<file path="config.mk">
export PLATFORM = sky130hd
export DESIGN_NAME = mem_access_unit_flat
export DESIGN_NICKNAME = d
export VERILOG_FILES = /design/src/rtl/mem_access_unit_pkg.sv /design/src/rtl/mem_access_unit_if.sv /design/src/rtl/mem_access_unit_load_extend.sv /design/src/rtl/mem_access_unit.sv /design/src/flat_wrapper.sv
export SDC_FILE = /design/constraint.sdc
export NUM_CORES = 1
export LEC_CHECK = 0
export BUFFER_PORTS_ARGS = -buffer_cell sky130_fd_sc_hd__buf_4
export CORE_MARGIN = 8
export CORE_UTILIZATION = 55
export CTS_CLUSTER_SIZE = 28
export DETAILED_ROUTE_END_ITERATION = 12
export GPL_TIMING_DRIVEN = 0
export PLACE_DENSITY = 0.82
export SLEW_MARGIN = 20
export SYNTH_ARGS = -nofsm -noshare
export SYNTH_HDL_FRONTEND = slang
export SYNTH_HIERARCHICAL = 1
export SYNTH_SLANG_ARGS = --single-unit
</file>
<file path="constraint.sdc">
create_clock -name CLK -period 4.9 [get_ports CLK]
set_input_delay 1.225 -clock CLK [delete_from_list [all_inputs] [get_ports CLK]]
set_output_delay 1.225 -clock CLK [all_outputs]
set_load 0.01 [all_outputs]
</file>
<file path="src/rtl/mem_access_unit_pkg.sv">
// Shared definitions for the load/store front end: funct3 codes, FSM states,
// the latched request record and the access-size decode.
package mem_access_unit_pkg;

  localparam int XLEN = 32;

  localparam logic [2:0] F3_B  = 3'b000;
  localparam logic [2:0] F3_H  = 3'b001;
  localparam logic [2:0] F3_W  = 3'b010;
  localparam logic [2:0] F3_BU = 3'b100;
  localparam logic [2:0] F3_HU = 3'b101;

  typedef enum logic [1:0] {
    IDLE   = 2'd0,
    ACCESS = 2'd1,
    SPLIT  = 2'd2,
    RESP   = 2'd3
  } state_t;

  typedef struct packed {
    logic            we;
    logic [2:0]      funct3;
    logic [XLEN-1:0] addr;
    logic [XLEN-1:0] wdata;
  } req_t;

  // Access size in bytes; 0 marks an illegal funct3.
  function automatic logic [2:0] size_of(input logic [2:0] f3);
    case (f3)
      F3_B, F3_BU: size_of = 3'd1;
      F3_H, F3_HU: size_of = 3'd2;
      F3_W:        size_of = 3'd4;
      default:     size_of = 3'd0;
    endcase
  endfunction

endpackage

</file>
<file path="src/rtl/mem_access_unit_if.sv">
// Core-side request/response handshake plus the data-memory port.
interface mem_access_unit_if;
  logic        req_valid;
  logic        req_ready;
  logic        req_we;
  logic [2:0]  req_funct3;
  logic [31:0] req_addr;
  logic [31:0] req_wdata;
  logic        resp_valid;
  logic [31:0] resp_rdata;
  logic        resp_err;
  logic        MEM_WE;
  logic [2:0]  MEM_FUNCT3;
  logic [31:0] MEM_ADDRESS;
  logic [31:0] MEM_WRITE_DATA;
  logic [31:0] MEM_READ_DATA;

  // The unit itself.
  modport slave (
    input  req_valid, req_we, req_funct3, req_addr, req_wdata, MEM_READ_DATA,
    output req_ready, resp_valid, resp_rdata, resp_err,
           MEM_WE, MEM_FUNCT3, MEM_ADDRESS, MEM_WRITE_DATA
  );

  // Core plus data memory surrounding the unit.
  modport master (
    output req_valid, req_we, req_funct3, req_addr, req_wdata, MEM_READ_DATA,
    input  req_ready, resp_valid, resp_rdata, resp_err,
           MEM_WE, MEM_FUNCT3, MEM_ADDRESS, MEM_WRITE_DATA
  );
endinterface

</file>
<file path="src/rtl/mem_access_unit_load_extend.sv">
// Combinational load-data extension by funct3; shared with the writeback path.
module load_extend
  import mem_access_unit_pkg::*;
(
  input  logic [31:0] raw,
  input  logic [2:0]  funct3,
  output logic [31:0] result
);

  // Sign/zero extend from the access width; bits above the width are dropped.
  always_comb begin
    result = raw;
    case (funct3)
      F3_B:    result = {{24{raw[7]}}, raw[7:0]};
      F3_H:    result = {{16{raw[15]}}, raw[15:0]};
      F3_BU:   result = {24'b0, raw[7:0]};
      F3_HU:   result = {16'b0, raw[15:0]};
      default: result = raw;
    endcase
  end

endmodule

</file>
<file path="src/rtl/mem_access_unit.sv">
// Load/store front end: range check, single aligned access or byte-serial
// split for misaligned ones, then a one-cycle response.
module mem_access_unit
  import mem_access_unit_pkg::*;
#(
  parameter int MEM_BYTES = 1024
) (
  input  logic             CLK,
  input  logic             RST_N,
  mem_access_unit_if.slave bus
);

  state_t      state, nstate;
  req_t        lat;
  logic        err_q;
  logic [1:0]  j;
  logic [31:0] asm_q;

  logic [2:0]  size_in;
  logic        bad_in, aligned_in, accept;
  logic [32:0] last_byte;
  logic [1:0]  last_j;
  logic [31:0] ext;

  logic        mem_we;
  logic [2:0]  mem_f3;
  logic [31:0] mem_addr, mem_wd;

  assign bus.req_ready = (state == IDLE) && RST_N;
  assign accept        = bus.req_valid && bus.req_ready;

  // Validity and alignment of the incoming request, used only on the accept edge.
  always_comb begin
    size_in    = size_of(bus.req_funct3);
    last_byte  = {1'b0, bus.req_addr} + {30'b0, size_in} - 33'd1;
    bad_in     = (size_in == 3'd0) || (last_byte >= 33'(MEM_BYTES));
    aligned_in = 1'b1;
    if (size_in == 3'd2) aligned_in = !bus.req_addr[0];
    if (size_in == 3'd4) aligned_in = (bus.req_addr[1:0] == 2'b00);
  end

  // Final byte index of a split, from the latched size (1/2/4 -> 0/1/3).
  assign last_j = 2'(size_of(lat.funct3) - 3'd1);

  // Next-state logic.
  always_comb begin
    nstate = state;
    case (state)
      IDLE:    if (accept) nstate = bad_in ? RESP : (aligned_in ? ACCESS : SPLIT);
      ACCESS:  nstate = RESP;
      SPLIT:   if (j == last_j) nstate = RESP;
      RESP:    nstate = IDLE;
      default: nstate = IDLE;
    endcase
  end

  // State, latched request, byte counter and load assembly.
  always_ff @(posedge CLK) begin
    if (!RST_N) begin
      state <= IDLE;
      lat   <= '0;
      err_q <= 1'b0;
      j     <= '0;
      asm_q <= '0;
    end else begin
      state <= nstate;
      case (state)
        IDLE: if (accept) begin
          lat   <= '{we: bus.req_we, funct3: bus.req_funct3,
                     addr: bus.req_addr, wdata: bus.req_wdata};
          err_q <= bad_in;
          j     <= '0;
          asm_q <= '0;
        end
        ACCESS: if (!lat.we) asm_q <= bus.MEM_READ_DATA;
        SPLIT: begin
          if (!lat.we) asm_q[{j, 3'b000} +: 8] <= bus.MEM_READ_DATA[7:0];
          j <= j + 2'd1;
        end
        default: ;
      endcase
    end
  end

  // Memory port decoded purely from registered state; quiet in IDLE/RESP.
  always_comb begin
    mem_we   = 1'b0;
    mem_f3   = 3'b000;
    mem_addr = '0;
    mem_wd   = '0;
    case (state)
      ACCESS: begin
        mem_we   = lat.we;
        mem_addr = lat.addr;
        if (lat.we) begin
          mem_f3 = {1'b0, lat.funct3[1:0]};
          case (lat.funct3[1:0])
            2'b00:   mem_wd = {24'b0, lat.wdata[7:0]};
            2'b01:   mem_wd = {16'b0, lat.wdata[15:0]};
            default: mem_wd = lat.wdata;
          endcase
        end else begin
          // Loads always fetch unsigned; extension happens on the response.
          mem_f3 = (lat.funct3[1:0] == 2'b10) ? F3_W : {1'b1, lat.funct3[1:0]};
        end
      end
      SPLIT: begin
        mem_we   = lat.we;
        mem_addr = lat.addr + {30'b0, j};
        mem_f3   = lat.we ? F3_B : F3_BU;
        if (lat.we) mem_wd = {24'b0, lat.wdata[{j, 3'b000} +: 8]};
      end
      default: ;
    endcase
  end

  assign bus.MEM_WE         = mem_we;
  assign bus.MEM_FUNCT3     = mem_f3;
  assign bus.MEM_ADDRESS    = mem_addr;
  assign bus.MEM_WRITE_DATA = mem_wd;

  load_extend u_ext (
    .raw    (asm_q),
    .funct3 (lat.funct3),
    .result (ext)
  );

  assign bus.resp_valid = (state == RESP);
  assign bus.resp_err   = (state == RESP) && err_q;
  assign bus.resp_rdata = ((state == RESP) && !err_q && !lat.we) ? ext : 32'b0;

endmodule

</file>
<file path="src/flat_wrapper.sv">
// flat-port wrapper written by rule: the top's interface ports become plain ports
module mem_access_unit_flat import mem_access_unit_pkg::*;
#(
  parameter int MEM_BYTES = 1024
)
  (CLK, RST_N, bus_req_valid, bus_req_we, bus_req_funct3, bus_req_addr, bus_req_wdata, bus_MEM_READ_DATA, bus_req_ready, bus_resp_valid, bus_resp_rdata, bus_resp_err, bus_MEM_WE, bus_MEM_FUNCT3, bus_MEM_ADDRESS, bus_MEM_WRITE_DATA);
  mem_access_unit_if bus_i ();
  input  logic CLK;
  input  logic RST_N;
  input wire logic [$bits(bus_i.req_valid)-1:0] bus_req_valid;
  input wire logic [$bits(bus_i.req_we)-1:0] bus_req_we;
  input wire logic [$bits(bus_i.req_funct3)-1:0] bus_req_funct3;
  input wire logic [$bits(bus_i.req_addr)-1:0] bus_req_addr;
  input wire logic [$bits(bus_i.req_wdata)-1:0] bus_req_wdata;
  input wire logic [$bits(bus_i.MEM_READ_DATA)-1:0] bus_MEM_READ_DATA;
  output wire logic [$bits(bus_i.req_ready)-1:0] bus_req_ready;
  output wire logic [$bits(bus_i.resp_valid)-1:0] bus_resp_valid;
  output wire logic [$bits(bus_i.resp_rdata)-1:0] bus_resp_rdata;
  output wire logic [$bits(bus_i.resp_err)-1:0] bus_resp_err;
  output wire logic [$bits(bus_i.MEM_WE)-1:0] bus_MEM_WE;
  output wire logic [$bits(bus_i.MEM_FUNCT3)-1:0] bus_MEM_FUNCT3;
  output wire logic [$bits(bus_i.MEM_ADDRESS)-1:0] bus_MEM_ADDRESS;
  output wire logic [$bits(bus_i.MEM_WRITE_DATA)-1:0] bus_MEM_WRITE_DATA;
  assign bus_i.req_valid = bus_req_valid;
  assign bus_i.req_we = bus_req_we;
  assign bus_i.req_funct3 = bus_req_funct3;
  assign bus_i.req_addr = bus_req_addr;
  assign bus_i.req_wdata = bus_req_wdata;
  assign bus_i.MEM_READ_DATA = bus_MEM_READ_DATA;
  assign bus_req_ready = bus_i.req_ready;
  assign bus_resp_valid = bus_i.resp_valid;
  assign bus_resp_rdata = bus_i.resp_rdata;
  assign bus_resp_err = bus_i.resp_err;
  assign bus_MEM_WE = bus_i.MEM_WE;
  assign bus_MEM_FUNCT3 = bus_i.MEM_FUNCT3;
  assign bus_MEM_ADDRESS = bus_i.MEM_ADDRESS;
  assign bus_MEM_WRITE_DATA = bus_i.MEM_WRITE_DATA;
  mem_access_unit #(.MEM_BYTES(MEM_BYTES)) u_core (.CLK(CLK), .RST_N(RST_N), .bus(bus_i));
endmodule
</file>
# ---- Word level (Yosys, flattened, before mapping)
# Index checks and enable logic that the tools add are counted.
# Widths: inputs -> output; s select.
dict set report totals {
  reg_bits 105
  latchBits 0
  ram_bits 0
  mem_bits_ro 0
  out_inout_bits 103
  word_cells 92
  n_memories 0
}
dict set report classes {
  addsub 6
  multipliers 0
  n_div 0
  magnitude_cmp 1
  n_eq_ne 20
  shifts 3
  mux 28
  n_bitwise 0
  reduce_logical 26
}
# cell n
set ops {}
lappend ops {{$pmux 32 s2} 3}
lappend ops {{$mux 32} 5}
lappend ops {{$pmux 32 s4} 1}
lappend ops {{$pmux 32 s3} 1}
lappend ops {{$add 32x3->33} 1}
lappend ops {{$ge 33x11->1 const B} 1}
lappend ops {{$sub 33x1->33 const B} 1}
lappend ops {{$add 32x2->32} 1}
lappend ops {{$bwmux 32} 1}
lappend ops {{$shift 8x7->32 const A} 1}
lappend ops {{$shiftx 32x6->8} 1}
lappend ops {{$shiftx 8x7->32} 1}
lappend ops {{$eq 3x3->1 const B} 5}
lappend ops {{$mux 2} 5}
lappend ops {{$reduce_or 2->1} 5}
lappend ops {{$eq 3x2->1 const B} 3}
lappend ops {{$logic_not 3->1} 3}
lappend ops {{$mux 3} 3}
lappend ops {{$pmux 3 s3} 1}
lappend ops {{$mux 8} 1}
lappend ops {{$pmux 2 s4} 1}
lappend ops {{$neg 5->7} 1}
lappend ops {{$eq 2x2->1 const B} 3}
lappend ops {{$eq 3x1->1 const B} 2}
lappend ops {{other kinds (18)} 33}

# ---- Logic depth before layout (Yosys ltp)
dict set report depth {
  ltp_word 10
  mapped_depth 15
  depth_no_buf 15
}

# ---- By module
# The synthesis kept the hierarchy.
# mod instances cells_per_inst area_per_inst_um2 seq_area_each_um2
set modules_own_cells {}
lappend modules_own_cells {mem_access_unit 1 1150 8255.4 2102.0}
lappend modules_own_cells {load_extend 1 67 355.3 0.0}

# ---- Least setup slack after synthesis
# OpenSTA, ideal clock, no wires.
dict set report synth_path {
  kind {reg2out}
  startpoint {register u_core.j[0]}
  endpoint {output port bus_MEM_ADDRESS[28]}
  arrival_time_ns 2.672
  setup_slack_ns 1.003
  path_stages_with_launch 12
  path_cell_list {dfxtp_1 -> ha_1 -> fa_1 -> nand3_2 -> nor4_4 -> and3_1 -> and3_4 -> nand3_2 -> or2_4 -> nor3_2 -> nor2_1 -> a311oi_1}
}
dict set report synth_via {
  elab_chain_cells 2
}
# element line
set synth_lines {}
lappend synth_lines {{from (decl)} mem_access_unit.sv:16} ;# logic [1:0] j;
lappend synth_lines {{from (signal assigned)} mem_access_unit.sv:78} ;# j <= j + 2'd1;
lappend synth_lines {{$add 32x2->32} mem_access_unit.sv:109} ;# mem_addr = lat.addr + {30'b0, j};
lappend synth_lines {{$pmux 32 s2} mem_access_unit.sv:91} ;# case (state)
lappend synth_lines {{to (decl)} flat_wrapper.sv:22} ;# output wire logic [$bits(bus_i.MEM_ADDRESS)-1:0] bus_MEM_ADDRESS;
# No other way between the ends.

# ---- Worst setup path after layout
# Same ends and word-level chain as after synthesis.

==> run summary <==
The run finished with clean final reports. Along the worst path, the maximum fanout reaches 7. The synthesized design contains 0 enable-type register cells. In the synthesized netlist the dominant register cell turns out to be sky130_fd_sc_hd__dfxtp_1.

In this run the worst hold path is classified as flop to flop. The global routing usage summed across all routing layers came out at 28.41%. The number of pins exceeding their max-slew limit in the final report is 0. The share of total power consumed by net switching came out at 45.14%. Input and output buffers added on the ports amount to 205. The number of synthesized register bits came out at 105. The maximum frequency from static timing analysis is 0.2130 GHz. Clock tree synthesis inserted a total of 9 buffers. The gate count after technology mapping is 1,217. The initial antenna violation count came out at 0. The cell repeated most along the worst path is sky130_fd_sc_hd__nand3_2. The maximum clock skew at final layout is 13.16 ps. The number of H-tree levels came out at 3.

The number of design rule violations left after detail routing came out at 0. The total area of multi-input combinational cells came out at 5926 um2. After synthesis, the largest area contributor takes up 24.41% of total cell area. Of all cell types, the one taking the most synthesized area is sky130_fd_sc_hd__dfxtp_1. Sorting the synthesized cells by area gives the leading types as sky130_fd_sc_hd__dfxtp_1 24%, sky130_fd_sc_hd__o21ai_0 8.9%, sky130_fd_sc_hd__nand2_1 8.3%, sky130_fd_sc_hd__ha_1 6.8%, sky130_fd_sc_hd__a21oi_1 5.2%. The cell sitting at the root of the clock tree is a sky130_fd_sc_hd__clkbuf_16.

The switching power summed over all nets is 1.571 mW. The placed wire-length estimate after detailed placement came out at 23.72 mm. The fraction of layout instances using a drive strength above 1 came out at 19.38%.

The share of power burned in registers is 33.0%. The worst slack after detailed placement came out at 213.0 ps. For this design the static power due to leakage is 4.565 nW. The number of global-route vias before repair was 9,027. The part of the total power dissipated in the clock network came out at 20.1%. The first global-routing pass estimated 46.46 mm of wire. The average via count per standard cell came out at 5.976. TritonCTS built the clock tree.

The area enclosed by the die boundary came out at 19,920 um2. The worst hold path cell count is 2. The total power of the final layout is 3.481 mW. The placeable core area came out at 15,260 um2. The maximum root-to-sink buffer count came out at 2. The required time of the critical path came out at 3670 ps. The detailed-route via count is 9,866.

In the synthesized netlist, the cells that appear most often are 191 x sky130_fd_sc_hd__nand2_1, 153 x sky130_fd_sc_hd__o21ai_0, 105 x sky130_fd_sc_hd__dfxtp_1. The slowest stage of the critical path is the sky130_fd_sc_hd__dfxtp_1 cell. The minimum hold slack is 474.5 ps. The post-cts resize count came out at 0.

The worst setup path is launched from a flop. Once placement finished, the instance area stood at 10,420 um2. Data on the critical path arrives at its endpoint at 3470 ps.

Setup repair after global routing left no endpoint under its margin. The initial cell density of the core came out at 56.43%. The number of ports placed on the die boundary is 206. The final critical delay including setup and external delays is 4696 ps. The worst slew slack as a fraction of its limit came out at 29.96%. The total congestion overflow after global routing came out at 0. The number of iterations in the first detailed-routing pass came out at 5. From bottom edge to top edge, the die measures 141.1 um. The floorplan row count came out at 45.

The final critical-path setup slack came out at 204.4 ps. The type of the worst setup path is flop to primary output. The count of endpoints failing hold in the final timing report is 0. The clock reaches the later pin of the worst-skew pair after 360 ps. The final layout contains routed wiring with a total length of 29.51 mm. The count of different cell masters after synthesis came out at 81. The number of clock sinks is 105. The synthesized area is 8611 um2. For the worst flop-to-flop path, the logic depth is 9. The number of maximum-capacitance violations is 0. The average instance area after synthesis came out at 7.075 um2. The power per cell area came out at 324.4 nW/um2. The share of the cycle needed by the critical path after routing is 95.83%.

The dominant cell by count in the synthesized netlist is sky130_fd_sc_hd__nand2_1. The internal portion of the total power is 1.909 mW. The total non-filler cell area in the finished layout is 10,730 um2.

The combinational power share is 46.8%. The number of warnings reported in the yosys synthesis log came out at 6. The sequential cells in the finished layout cover a total of 2102 um2. The clock-pin slew on the worst setup and hold paths came out at 80 ps. The nature of the critical path endpoint is a primary output. At the end of routability-driven placement, the weighted congestion stood at 0.9512.

The maximum ir drop on the vdd rail came out at 202.9 uV. For this run, the register share of the synthesized area comes to 24.41%. Compared with the post-synthesis result, the final layout area differs by 24.60%. Entering global routing, the biggest net connects 20 pins.

The measured slew at the worst slew-check pin is 1048 ps. The average routed wire per standard cell came out at 17.87 um. The remaining antenna violation count after routing came out at 0. In the final design database the tool counted 1,587 nets. Adding up every negative setup slack in the final design gives 0 ps. Counting every net in the synthesized netlist gives 1,369.

After filler insertion, the fill cell instance count of the layout stands at 1,349. The antenna cell count came out at 0. The final count of negative-setup-slack endpoints is 0.

The signal on the critical path passes through ha_1, fa_1, nand3_2, nor4_4, and3_1, and3_4, nand3_2, or2_4, nor3_2, nor2_1, a311oi_1, buf_4. The async set-or-reset flop fraction in the synthesized netlist came out at 0%. The count of routing violations after the opening detailed-route iteration is 947. The delay of the slowest cell on the worst path came out at 470 ps. Measured along the x axis, the die boundary spans 141.1 um.
## layout make-up
class	count	share of cell area, %
flip-flops and latches	105	19.59
inverters	53	1.854
multi-input cells	969	55.23
plain buffers	90	3.708
repair buffers	207	14.48
well taps	211	2.461
clock inverters	7	0.5714
clock buffers	9	2.099
## power groups by stage
stage / Clock, mW / Sequential [mW] / Combinational, mW
after CTS: 0.706 / 1.14 / 1.59
after detailed placement: 0 / 1.16 / 1.57
final: 0.700 / 1.15 / 1.63
after global placement: 0 / 1.15 / 1.55
after floorplan: 0 / 1.10 / 1.08
after global routing: 0.740 / 1.17 / 1.79
## final timing paths
path,from,slack (ps),end
min,u_core/lat[20],470,u_core/lat[20]
min reg2reg,u_core/lat[20],470,u_core/lat[20]
max,u_core/j[0],200,bus_MEM_ADDRESS[28]
max reg2reg,u_core/j[1],1790,u_core/asm_q[10]
## registers in the layout, summed over array words and instances, names as in the netlist
register / flops
u_core/asm_q: 32
u_core/j: 2
u_core/lat: 68
u_core/err_q: 1
u_core/state: 2
## worst max-delay path, delay by kind of cell (launching register included)
family                   cells  cell delay, ps
adder cells (fa/ha/maj)      2             550
AND/OR/NAND/NOR              8            1550
flip-flops                   1             470
buffers and inverters        1             200
AO/OA/AOI/OAI                1             360
## stage by stage
step / utilization [%] / std cells
after floorplan: - / 1217
after global placement: 68.25 / 1633
after detailed placement: 68.29 / 1633
after CTS: 70.17 / 1649
after global routing: 70.32 / 1651
final: 70.32 / 1651
## kinds of logic after synthesis
| logic type | share of synthesized area [%] |
|---|---|
| DFF | 24.41 |
| adders and majority gates | 7.294 |
| xor gates and xnor gates | 0.9155 |
| buffers and inverters | 6.931 |
| and+or+nand+nor | 31.56 |
| AOI/OAI and AO/OA | 26.29 |
| muxes | 2.601 |
## cell usage in the layout, fill, tap and decap left out, types with 8 or more instances in the layout
master / netlist / final
sky130_fd_sc_hd__a21o_1: 8 / 8
sky130_fd_sc_hd__a21oi_1: 89 / 89
sky130_fd_sc_hd__a22o_1: 8 / 8
sky130_fd_sc_hd__a22oi_1: 37 / 37
sky130_fd_sc_hd__and2_1: 43 / 43
sky130_fd_sc_hd__and3_1: 29 / 29
sky130_fd_sc_hd__buf_1: 8 / 8
sky130_fd_sc_hd__buf_4: 9 / 216
sky130_fd_sc_hd__clkbuf_1: 62 / 62
sky130_fd_sc_hd__clkbuf_16: 0 / 9
sky130_fd_sc_hd__dfxtp_1: 105 / 105
sky130_fd_sc_hd__ha_1: 47 / 47
sky130_fd_sc_hd__inv_1: 52 / 52
sky130_fd_sc_hd__mux4_2: 8 / 8
sky130_fd_sc_hd__nand2_1: 191 / 191
sky130_fd_sc_hd__nand3_1: 52 / 52
sky130_fd_sc_hd__nand3b_1: 9 / 9
sky130_fd_sc_hd__nand4_1: 13 / 13
sky130_fd_sc_hd__nor2_1: 50 / 50
sky130_fd_sc_hd__nor2b_1: 62 / 62
sky130_fd_sc_hd__nor3_1: 17 / 17
sky130_fd_sc_hd__o211ai_1: 8 / 8
sky130_fd_sc_hd__o21ai_0: 153 / 153
## per-layer routing
layer / global-route usage, % / vias up / wire [um]
met5: 0 / - / 0
met4: 8.937 / 0 / 626
met3: 6.246 / 52 / 3064
met2: 44.80 / 517 / 13310
met1: 37.80 / 4528 / 12510
li1: - / 4769 / -
## repair_timing
action,in CTS,in global routing
hold endpoints to repair,0,0
endpoints found under the setup margin,0,2
hold buffers,0,0
buffers inserted,0,2
(Power assumes the default switching activity.)
